File: src/rtl/cpu_pkg.sv
// ----------------------------------------------------------------------------
// cpu_pkg
// Shared definitions for the 16-bit single-issue CPU: instruction width,
// opcode / funct encodings seen by the decoder, and the control sequencer
// state encoding.
// ----------------------------------------------------------------------------
package cpu_pkg;

    localparam int INST_W = 16;

    // Major opcodes, instruction bits [15:12]
    localparam logic [3:0] OP_NOP   = 4'h0;
    localparam logic [3:0] OP_LB    = 4'h2;
    localparam logic [3:0] OP_SB    = 4'h4;
    localparam logic [3:0] OP_ADDI  = 4'h5;
    localparam logic [3:0] OP_ANDI  = 4'h6;
    localparam logic [3:0] OP_ORI   = 4'h7;
    localparam logic [3:0] OP_RTYPE = 4'hF;

    // Within the NOP class, funct bits [2:0] select HALT
    localparam logic [2:0] FUNCT_HALT = 3'd1;

    typedef enum logic [2:0] {
        IDLE   = 3'd0,
        FETCH  = 3'd1,
        DECODE = 3'd2,
        EXEC   = 3'd3,
        MEM    = 3'd4,
        WB     = 3'd5,
        HALT   = 3'd6
    } seq_state_t;

endpackage

File: src/rtl/pc_counter.sv
// ----------------------------------------------------------------------------
// pc_counter
// Program counter register: resets to RESET_PC, increments by one when inc
// is high, wrapping naturally at 2^PC_W.
// Ports:
//   clk  in         system clock
//   rst  in         synchronous, active-high reset
//   inc  in         advance pc by one this cycle
//   pc   out [PC_W] current program counter
// ----------------------------------------------------------------------------
module pc_counter #(
    parameter int PC_W     = 8,
    parameter int RESET_PC = 0
) (
    input  logic            clk,
    input  logic            rst,
    input  logic            inc,
    output logic [PC_W-1:0] pc
);

    // NOTE: state is updated with non-blocking assignments so every register
    // samples the pre-edge values of its inputs, independent of block order.
    always_ff @(posedge clk) begin
        if (rst)
            pc <= PC_W'(RESET_PC);
        else if (inc)
            pc <= pc + PC_W'(1);   // modulo 2^PC_W by truncation
    end

endmodule

File: src/rtl/cpu_sequencer.sv
// ----------------------------------------------------------------------------
// cpu_sequencer
// Multi-cycle control sequencer. Fetches into ir, lets the external decoder
// settle, then sequences EXEC / MEM / WB and gates the decoder's LD and MW
// strobes into rf_we and dmem_we so they only fire in their own phase.
// Ports:
//   clk, rst                     clock, synchronous active-high reset
//   start                        leave IDLE/HALT and (re)start fetching
//   imem_req/imem_addr/imem_ack  instruction fetch handshake, addr == pc
//   inst_in                      fetched instruction word
//   ir                           instruction register, feeds the decoder
//   dec_ld/mw/md/halt            decoder outputs for the current ir
//   dmem_req/dmem_we/dmem_ack    data memory handshake
//   rf_we                        register-file write strobe (WB only)
//   pc, retired                  program counter, completed-instruction count
//   busy, halted                 status
// ----------------------------------------------------------------------------
module cpu_sequencer
    import cpu_pkg::*;
#(
    parameter int PC_W     = 8,
    parameter int RESET_PC = 0
) (
    input  logic              clk,
    input  logic              rst,
    input  logic              start,
    output logic              imem_req,
    output logic [PC_W-1:0]   imem_addr,
    input  logic              imem_ack,
    input  logic [INST_W-1:0] inst_in,
    output logic [INST_W-1:0] ir,
    input  logic              dec_ld,
    input  logic              dec_mw,
    input  logic              dec_md,
    input  logic              dec_halt,
    output logic              dmem_req,
    output logic              dmem_we,
    input  logic              dmem_ack,
    output logic              rf_we,
    output logic [PC_W-1:0]   pc,
    output logic [15:0]       retired,
    output logic              busy,
    output logic              halted
);

    seq_state_t state, state_nx;
    logic       ir_ld;
    logic       pc_inc;
    logic       retire;

    pc_counter #(
        .PC_W     (PC_W),
        .RESET_PC (RESET_PC)
    ) u_pc (
        .clk (clk),
        .rst (rst),
        .inc (pc_inc),
        .pc  (pc)
    );

    always_ff @(posedge clk) begin
        if (rst) begin
            state   <= IDLE;
            ir      <= '0;
            retired <= '0;
        end else begin
            state <= state_nx;
            if (ir_ld)
                ir <= inst_in;
            if (retire)
                retired <= retired + 16'd1;
        end
    end

    // Acks are only examined in the state that raised the matching request,
    // so stray acks and acks arriving after a reset abort have no effect.
    always_comb begin
        // NOTE: every output gets a default before the case so no path leaves
        // a signal unassigned, which would otherwise infer a latch.
        state_nx = state;
        imem_req = 1'b0;
        dmem_req = 1'b0;
        dmem_we  = 1'b0;
        rf_we    = 1'b0;
        ir_ld    = 1'b0;
        pc_inc   = 1'b0;
        retire   = 1'b0;

        unique case (state)
            IDLE: begin
                if (start)
                    state_nx = FETCH;
            end
            FETCH: begin
                imem_req = 1'b1;
                if (imem_ack) begin
                    ir_ld    = 1'b1;
                    pc_inc   = 1'b1;
                    state_nx = DECODE;
                end
            end
            DECODE: begin
                state_nx = dec_halt ? HALT : EXEC;
            end
            EXEC: begin
                if (dec_md || dec_mw) begin
                    state_nx = MEM;
                end else if (dec_ld) begin
                    state_nx = WB;
                end else begin
                    retire   = 1'b1;        // NOP-class completes here
                    state_nx = FETCH;
                end
            end
            MEM: begin
                dmem_req = 1'b1;
                dmem_we  = dec_mw;          // ir is stable, so we is held too
                if (dmem_ack) begin
                    if (dec_ld) begin
                        state_nx = WB;
                    end else begin
                        retire   = 1'b1;
                        state_nx = FETCH;
                    end
                end
            end
            WB: begin
                rf_we    = 1'b1;
                retire   = 1'b1;
                state_nx = FETCH;
            end
            HALT: begin
                if (start)
                    state_nx = FETCH;       // resume at the word after HALT
            end
            default: state_nx = IDLE;
        endcase
    end

    assign imem_addr = pc;
    assign busy      = (state == FETCH) || (state == DECODE) || (state == EXEC) ||
                       (state == MEM)   || (state == WB);
    assign halted    = (state == HALT);

endmodule

File: config.mk
export PLATFORM = sky130hd
export DESIGN_NAME = cpu_sequencer
export DESIGN_NICKNAME = d
export VERILOG_FILES = /design/src/rtl/cpu_pkg.sv /design/src/rtl/pc_counter.sv /design/src/rtl/cpu_sequencer.sv
export SDC_FILE = /design/constraint.sdc
export NUM_CORES = 1
export LEC_CHECK = 0
export BUFFER_PORTS_ARGS = -buffer_cell sky130_fd_sc_hd__clkbuf_2
export CAP_MARGIN = 40
export CORE_UTILIZATION = 30
export CTS_CLUSTER_SIZE = 8
export DETAILED_ROUTE_END_ITERATION = 10
export PLACE_DENSITY_LB_ADDON = 0.25
export RECOVER_POWER = 25
export SYNTH_ARGS = -nofsm -noshare
export SYNTH_HDL_FRONTEND = slang
export SYNTH_SLANG_ARGS = --single-unit
File: constraint.sdc
create_clock -name clk -period 2.36 [get_ports clk]
set_input_delay 0.236 -clock clk [delete_from_list [all_inputs] [get_ports clk]]
set_output_delay 0.236 -clock clk [all_outputs]
set_load 0.02 [all_outputs]
==> metrics.cfg, run 1 <==
[detailed_routing]
wl_microns=4730
vias=1863
wire_per_inst_microns=12.3
viasPerCell=4.83
drt_iter0_markers=84
ant_nets=0
dr.pass1.iters=7
route.detailed.drc=6

[global_route]
antenna_found_initial=0
grt_pass1_vias=1602
grt_max_degree=25
grt_pass1_wl_microns=7710
grt_overflow=0
grtUsageTotal_pct=13.6

[worst_hold_path]
hold_path_end=ir[13]
hp-start=inst_in[13]
hold_path_depth=3
worstHoldPathType=in -> reg

[logic_synthesis]
synth_compound_area_share_pct=14.5
synth_top_family_by_area=simple AND/OR/NAND/NOR gates
synth_cell_types=38
synth.area.top_cells=dfxtp_1 (42%), nand2_1 (7.8%), a21oi_1 (6.2%), xor2_1 (5.2%), nor2_1 (4.8%)
synthXorXnorAreaFrac_pct=8.63
synth-edff-count=0
synthFlopType=dfxtp_1
ys_seq_area_share_pct=42.4
syn_nets=269
syn-instance-count=242
synth_largest_area_cell=dfxtp_1
syn_area_sq_um=2030
synth.top_cell.area_share_pct=42.4
synth_simple_gate_area_share_pct=26.0
synth.avg_cell_area_sq_um=8.39
muxShareOfSynthArea_pct=0.986
async_flop_share_pct=0
ys_warn_count=0
synthAdderAreaFrac_pct=1.23
ys_seq_elements=43

[clock_tree]
cts-resized-gates=0
clk_latency_ns=0.29
cts_setup_buffers=0
ctsLongestPathBuffers=2
cts_buffers=5
clk_pin_slew_ns=0.08
cts_root_buf=clkbuf_8
htreeDepth=2
cts_hold_buf=0
cts_sinks=43
cts_tree=built

[sta]
rsz0062_at_grt=no
skew_ns=0.00642
tns_ns=0
finalSetupViolCount=0
slew_violations=0
hold_violations=0
max_freq_mhz=526
period_share_pct=80.6
worst_pin_slew_ns=0.664
period_needed_ns=1.90
slew_headroom_pct=55.4

[placed_design]
dp_cells=379
port_buffers=78
dp_hpwl_microns=3390
gp_congestion=0.735

[setup_path]
cp-start-kind=flip-flop
path_max_fanout=14
end_kind=flip-flop
crit_required_ns=2.53
cp_slowest_cell=dfxtp_1
rrSetupSlack_ns=0.46
reg2reg_from=state[0]
rr_endpoint=retired[11]
worst_ep_arrival_time_ns=2.07
cp_cell_sequence=nand2_1 > or4b_4 > a211oi_1 > xnor2_1 > nor2_1
r2r_cells=5
critPathMaxStageDelay_ns=0.57
crit_type=reg -> reg

[floorplanning]
row_count=29
initial_utilization_pct=31.6
fp.dieW_microns=84.3
die_h_microns=84.3
io_pins=79
die_area_sq_um=7100
core_sq_um=6420

[pwr]
leakagePower_uw=0.00100
p_per_area_nw_per_um2=811
totalPowerFinal_uw=2040
ir_drop_mv=0.582

[finish]
n_fill_cell=699
n_antenna_cell=0
fin_nets=336
layoutNonFillerInstCount=386
area_growth_pct=23.9
drive_gt1_share_pct=22.7

[outcome]
outcome=finished, violations left
violations=DRC

[flow_run]
cap_viol_max_count=0

## layer usage
metal	GRT usage, %	vias up	wire [microns]
met5	0	-	0
met4	5.17	0	70
met3	3.24	6	239
met2	21.5	52	2040
met1	17.9	836	2380
li1	-	969	-
## layout make-up
cell class | count | area (sq um) | area share, %
repair buffers | 82 | 390 | 15.5
inverters | 2 | 7.51 | 0.299
flip-flops and latches | 43 | 861 | 34.2
clock inverters | 1 | 30.0 | 1.19
well taps | 77 | 96.3 | 3.83
clock buffers | 6 | 72.6 | 2.89
multi-input cells | 175 | 1060 | 42.0
## how the worst max path moves through the flow
stage              from     endpoint  slack (ns)  depth (start not counted)
2_1_floorplan  state[2]  retired[15]        0.40                          6
3_3_place_gp     dec_mw  retired[13]        0.46                          6
3_5_place_dp     dec_mw  retired[13]        0.45                          6
4_1_cts        state[1]  retired[13]        0.45                          5
5_1_grt        state[0]  retired[13]        0.28                          5
6_report       state[0]  retired[11]        0.46                          5
## layout by cell type, fill, tap and decap left out, drive strengths merged, types with 2 or more instances in the layout
| master | count |
|---|---|
| o21ai | 2 |
| nor2b | 2 |
| clkbuf | 84 |
| and3 | 7 |
| buf | 4 |
| nor2 | 26 |
| nand4 | 5 |
| mux2i | 2 |
| o2111ai | 6 |
| nor4b | 2 |
| ha | 2 |
| dfxtp | 43 |
| o31ai | 2 |
| a31oi | 2 |
| or4 | 2 |
| o211ai | 3 |
| nor3 | 2 |
| a21oi | 25 |
| nand3 | 4 |
| a211oi | 3 |
| nand2 | 42 |
| inv | 2 |
| and4 | 3 |
| or3 | 2 |
| and2 | 3 |
| xnor2 | 8 |
| nand2b | 2 |
| xor2 | 12 |
## Yosys cell counts, drive strengths merged, types with 2 or more instances
library cell and n:
dfxtp 43, nand2 42, nor2 26, a21oi 25
clkbuf 13, xor2 12, buf 9, xnor2 8
and3 7, o2111ai 6, nand4 5, nand3 4
a211oi 3, and2 3, and4 3, o211ai 3
a31oi 2, ha 2, inv 2, mux2i 2
nand2b 2, nor2b 2, nor3 2, nor4b 2
o21ai 2, o31ai 2, or3 2, or4 2
## critical path, delay by kind of cell (launching register included)
kind / cells / cell delay, ns
flops: 1 / 0.57
xor+xnor: 1 / 0.15
compound gates: 1 / 0.26
simple gates: 3 / 0.81
## where the power goes
part / internal (uW) / total [uW] / leakage, uW / switching, uW
clock: 310 / 547 / 0.0000513 / 237
sequential: 795 / 874 / 0.000348 / 78.4
combinational: 217 / 617 / 0.000605 / 400
total: 1320 / 2040 / 0.00100 / 715
## flip-flops by register name (all words and copies together), names as in the netlist
name and count:
retired 16, ir 16, state 3, u_pc.pc 8
## logic make-up after synthesis
group           Yosys count
flops                    43
xor+xnor                 20
simple gates            105
fa+ha+maj                 2
buf+inv                  24
mux                       2
compound gates           46
## per-stage QoR
| stage | setup slack [ns] | util (%) | instance area [sq um] | hold WS (ns) |
|---|---|---|---|---|
| finish | 0.457 | 39.1 | 2510 | 0.156 |
| detailed placement | 0.451 | 38.0 | 2440 | 0.446 |
| global route | 0.283 | 39.1 | 2510 | 0.148 |
| floorplan | 0.404 | - | 2030 | 0.372 |
| global placement | 0.461 | 38.0 | 2440 | 0.442 |
| CTS | 0.453 | 39.6 | 2540 | 0.149 |
Note: power is estimated with default switching activity, not from simulation.
==> run 2: changes to the inputs <==
==> constraint.sdc (replaced) <==
create_clock -name clk -period 1.9 [get_ports clk]
set_input_delay 0.19 -clock clk [delete_from_list [all_inputs] [get_ports clk]]
set_output_delay 0.19 -clock clk [all_outputs]
set_load 0.02 [all_outputs]
==> metrics.cfg, run 2 (same netlist as run 1, synthesis figures left out) <==
[outcome]
outcome=finished, violations left
violations=DRC

[setup_path]
rrSetupSlack_ns=0.10  ; -0.36 ns
r2r_cells=5  ; unchanged
reg2reg_from=state[2]
crit_type=reg -> reg
path_max_fanout=5  ; -9
cp-start-kind=flip-flop
rr_endpoint=retired[11]
worst_ep_arrival_time_ns=1.98  ; -0.09 ns
end_kind=flip-flop
crit_required_ns=2.08  ; -0.45 ns

[detailed_routing]
wire_per_inst_microns=12.3  ; +0.62%
ant_nets=0  ; unchanged
vias=1860  ; -0.16%
viasPerCell=4.76  ; -1.4%
dr.pass1.iters=9  ; +2
drt_iter0_markers=48  ; -43%
route.detailed.drc=6  ; unchanged
wl_microns=4820  ; +1.9%

[clock_tree]
ctsLongestPathBuffers=2  ; unchanged
cts_tree=built
cts_setup_buffers=0  ; unchanged
htreeDepth=2  ; unchanged
clk_pin_slew_ns=0.08  ; about the same
cts_buffers=5  ; unchanged
clk_latency_ns=0.29  ; about the same
cts_root_buf=clkbuf_8
cts_sinks=43  ; unchanged

[floorplanning]
initial_utilization_pct=31.6  ; unchanged
row_count=29  ; unchanged
die_area_sq_um=7100  ; unchanged
core_sq_um=6420  ; unchanged
io_pins=79  ; unchanged
die_h_microns=84.3  ; unchanged
fp.dieW_microns=84.3  ; unchanged

[sta]
worst_pin_slew_ns=0.584  ; -0.0800 ns
period_needed_ns=1.80  ; -0.104 ns
slew_headroom_pct=61.1  ; +5.7 points
period_share_pct=94.7  ; +14 points
fin_ws_ns=0.101  ; -0.356 ns
finalSetupViolCount=0  ; unchanged
max_freq_mhz=556  ; +5.8%
skew_ns=0.00590  ; -0.000522 ns
hold_violations=0  ; unchanged
rsz0062_at_grt=no
slew_violations=0  ; unchanged
tns_ns=0  ; unchanged

[pwr]
p_per_area_nw_per_um2=1020  ; +26%
ir_drop_mv=0.511  ; -12%
leakagePower_uw=0.00103  ; +3.1%
totalPowerFinal_uw=2620  ; +28%

[worst_hold_path]
hold_path_end=ir[2]
hold_path_depth=3  ; unchanged
hp-start=inst_in[2]
worstHoldPathType=in -> reg

[finish]
layout_common_cells=clkbuf_2 (54), dfxtp_1 (43), nand2_1 (42)
n_antenna_cell=0  ; unchanged
drive_gt1_share_pct=24.8  ; +2.2 points
area_growth_pct=26.6
design_area_sq_um=2570  ; +2.2%
utilization_pct=40.0  ; +0.86 points
fin_nets=340  ; +1.2%
final_common_cell=clkbuf_2
top_regs=ir: 16 flops, retired: 16 flops, u_pc.pc: 8 flops

[global_route]
grt_pass1_vias=1672  ; +4.4%
grt_overflow=0  ; unchanged
grtUsageTotal_pct=13.8  ; +0.21 points
grt_pass1_wl_microns=7920  ; +2.7%
antenna_found_initial=0  ; unchanged
grt_max_degree=28  ; +12%

[placed_design]
gp_congestion=0.731  ; -0.65%
port_buffers=78  ; unchanged
dp_hpwl_microns=3450  ; +1.7%
placed_area_sq_um=2470  ; +1.2%
pre_cts_slack_ns=0.0469  ; -0.404 ns

[flow_run]
cap_viol_max_count=0  ; unchanged

-- run 2: cell types whose count changed in the layout (fill, tap and decap cells not counted) --
cell,previous run,this run
a211oi_2,0,2
a211oi_1,3,1
clkbuf_8,5,6
buf_4,4,8
clkbuf_1,25,24
clkinv_2,0,1
-- run 2: layout make-up --
class	instances	area, sq um
tap	77	96.3
sequential	43	861
clock inverter	2	35.0
timing repair buffer	86	420
multi-input combinational	175	1070
fill	684	3850
inverter	2	7.51
clock buffer	6	82.6
-- run 2: power by group --
| part | switching, uW | total [uW] | internal (uW) |
|---|---|---|---|
| Combinational | 539 | 836 | 297 |
| Sequential | 54.0 | 1040 | 988 |
| Clock | 313 | 738 | 425 |
-- run 2: worst max-delay path by stage --
stage | from | slack [ns] | endpoint | cells after the start
after floorplan | state[2] | 0.0008 | retired[15] | 6
after global placement | dec_md | 0.05 | retired[13] | 6
after detailed placement | dec_md | 0.05 | retired[13] | 6
after CTS | state[2] | 0.05 | retired[13] | 5
after global routing | state[2] | 0.006 | retired[11] | 5
final | state[2] | 0.10 | retired[11] | 5
-- run 2: critical path: stages, from the launching register on --
cell,delay (ns)
dfxtp_1,0.32
or3_4,0.37
or4b_4,0.58
a211oi_2,0.23
xnor2_1,0.14
nor2_1,0.05
-- run 2: timing repair --
action	in CTS	in global routing
resized for setup	0	2
hold buffers	0	0
endpoints found under the setup margin	0	2
-- run 2: routing by layer --
| metal | vias to the layer above | part of all wire, % | routed length [microns] | track usage [%] |
|---|---|---|---|---|
| met5 | - | 0 | 0 | 0 |
| met4 | 0 | 1.4 | 67 | 5.17 |
| met3 | 5 | 4.9 | 234 | 2.95 |
| met2 | 53 | 45 | 2150 | 21.8 |
| met1 | 828 | 49 | 2370 | 18.5 |
| li1 | 974 | - | - | - |
-- run 2: through the flow --
stage,hold slack (ns),std cells
final,0.108,391
after detailed placement,0.421,383
after floorplan,0.326,242
after global routing,0.116,391
after global placement,0.415,383
after CTS,0.100,391
==> run 3: changes to the inputs <==
--- a/config.mk
+++ b/config.mk
@@ -6,7 +6,8 @@
 export NUM_CORES = 1
 export LEC_CHECK = 0
 export BUFFER_PORTS_ARGS = -buffer_cell sky130_fd_sc_hd__clkbuf_2
-export CAP_MARGIN = 40
+export CAP_MARGIN = 15
+export CORE_MARGIN = 10
 export CORE_UTILIZATION = 30
 export CTS_CLUSTER_SIZE = 8
 export DETAILED_ROUTE_END_ITERATION = 10
==> metrics.cfg, run 3 (same netlist as run 1, synthesis figures left out) <==
[sta]
worst_pin_slew_ns=0.521  ; -0.0631 ns
tns_ns=0  ; unchanged
period_needed_ns=1.82  ; +0.0258 ns
slew_violations=0  ; unchanged
max_freq_mhz=548  ; -1.4%
hold_violations=0  ; unchanged
rsz0062_at_grt=no
period_share_pct=96.0  ; +1.4 points
skew_ns=0.00906  ; +0.00316 ns
slew_headroom_pct=65.3  ; +4.2 points
finalSetupViolCount=0  ; unchanged
hold_ws_ns=0.101  ; -0.00718 ns

[clock_tree]
cts_setup_buffers=0  ; unchanged
cts_sinks=43  ; unchanged
cts_root_buf=clkbuf_8
cts_buffers=5  ; unchanged
clk_pin_slew_ns=0.09  ; about the same
cts_tree=built
cts_hold_buf=0  ; unchanged
cts-resized-gates=0  ; unchanged
clk_latency_ns=0.30  ; about the same
ctsLongestPathBuffers=2  ; unchanged
htreeDepth=2  ; unchanged

[pwr]
combPwrFrac_pct=32.8  ; +0.9 points
p_seq_share_pct=39.6  ; -0.2 points
totalPowerFinal_uw=2620  ; +0.31%
power.share.clock_pct=27.6  ; -0.6 points
netSwitchingFraction_pct=35.8  ; +1.2 points
p_per_area_nw_per_um2=1020  ; +0.55%
p_sw_uw=940  ; +3.8%
leakagePower_uw=0.00104  ; +0.43%
ir_drop_mv=0.531  ; +3.9%
p_int_uw=1680  ; -1.5%

[finish]
utilization_pct=39.7  ; -0.32 points
layout_common_cells=clkbuf_2 (55), dfxtp_1 (43), nand2_1 (42)
drive_gt1_share_pct=24.8  ; -0.079 points
final_common_cell=clkbuf_2
fin_nets=341  ; +0.29%
area_growth_pct=26.3
n_antenna_cell=0  ; unchanged
top_regs=ir: 16 flops, retired: 16 flops, u_pc.pc: 8 flops

[placed_design]
gp_congestion=0.735  ; +0.64%
port_buffers=78  ; unchanged
dp_hpwl_microns=4180  ; +21%

[detailed_routing]
wl_microns=5560  ; +15%
drt_iter0_markers=65  ; +35%
wire_per_inst_microns=14.2  ; +15%
viasPerCell=4.84  ; +1.8%
dr.pass1.iters=4  ; -5
route.detailed.drc=0  ; -6
ant_nets=0  ; unchanged
vias=1899  ; +2.1%

[floorplanning]
core_sq_um=6460  ; +0.56%
row_count=29  ; unchanged
fp.dieW_microns=102  ; +21%
die_area_sq_um=10500  ; +47%
io_pins=79  ; unchanged
die_h_microns=102  ; +21%
initial_utilization_pct=31.4  ; -0.18 points

[setup_path]
worst_ep_arrival_time_ns=2.01  ; +0.03 ns
cp-start-kind=flip-flop
end_kind=flip-flop
crit_required_ns=2.09  ; about the same
path_max_fanout=5  ; unchanged
crit_type=reg -> reg
cp_cell_sequence=or3_4 > or4b_4 > a211oi_1 > xnor2_1 > nor2_1
cp_slowest_cell=or4b_4
critPathMaxStageDelay_ns=0.57  ; about the same

[global_route]
antenna_found_initial=0  ; unchanged
grt_pass1_wl_microns=8940  ; +13%
grt_overflow=0  ; unchanged
grt_pass1_vias=1869  ; +12%
grtUsageTotal_pct=10.6  ; -3.2 points
grt_max_degree=26  ; -7.1%

[worst_hold_path]
worstHoldPathType=in -> reg

[flow_run]
cap_viol_max_count=0  ; unchanged

[outcome]
outcome=completed

-- run 3: changes by cell type in the layout (fill, tap and decap cells not counted), sizes merged --
cell    previous run  this run
clkbuf            84        83
buf                8         9
clkinv             1         2
-- run 3: worst max-delay path, delay by kind of cell, from the launching register on --
family	cells	cell delay, ns
and+or+nand+nor	3	0.98
DFF	1	0.32
AOI/OAI and AO/OA	1	0.27
xor gates and xnor gates	1	0.15
-- run 3: final timing paths --
check                    from     endpoint  slack, ns  cells past startpoint
setup reg to reg     state[2]  retired[13]       0.08                      5
setup / recovery     state[2]  retired[13]       0.08                      5
hold reg to reg        ir[14]       ir[14]       0.45                      2
hold / removal    inst_in[12]       ir[12]       0.10                      3
-- run 3: through the flow --
stage / setup slack (ns) / instances / cell area [sq um]
after floorplan: 0.000770 / 242 / 2030
after global placement: 0.0461 / 384 / 2480
after detailed placement: 0.0400 / 384 / 2480
after CTS: 0.0713 / 392 / 2590
after global routing: 0.00400 / 392 / 2560
final: 0.0752 / 392 / 2560
-- run 3: power by group through the flow --
stage	logic, uW	registers [uW]	clock network [uW]
floorplan	520	1130	0
global placement	881	1060	0
detailed placement	882	1060	0
CTS	889	1040	755
global route	952	1050	789
finish	861	1040	723
-- run 3: final cells by class --
cell class                 count  area (sq um)
inverter                       2          7.51
multi-input combinational    175          1060
clock buffer                   5          68.8
tap                           77          96.3
sequential                    43           861
fill                         690          3900
timing repair buffer          87           429
clock inverter                 3          43.8
-- run 3: metal layers --
metal | vias to the layer above | track usage [%] | wire, microns
met4 | 0 | 4.56 | 64
met3 | 4 | 2.83 | 286
met5 | - | 0 | 0
met2 | 54 | 17.3 | 2690
met1 | 865 | 12.7 | 2520
li1 | 976 | - | -
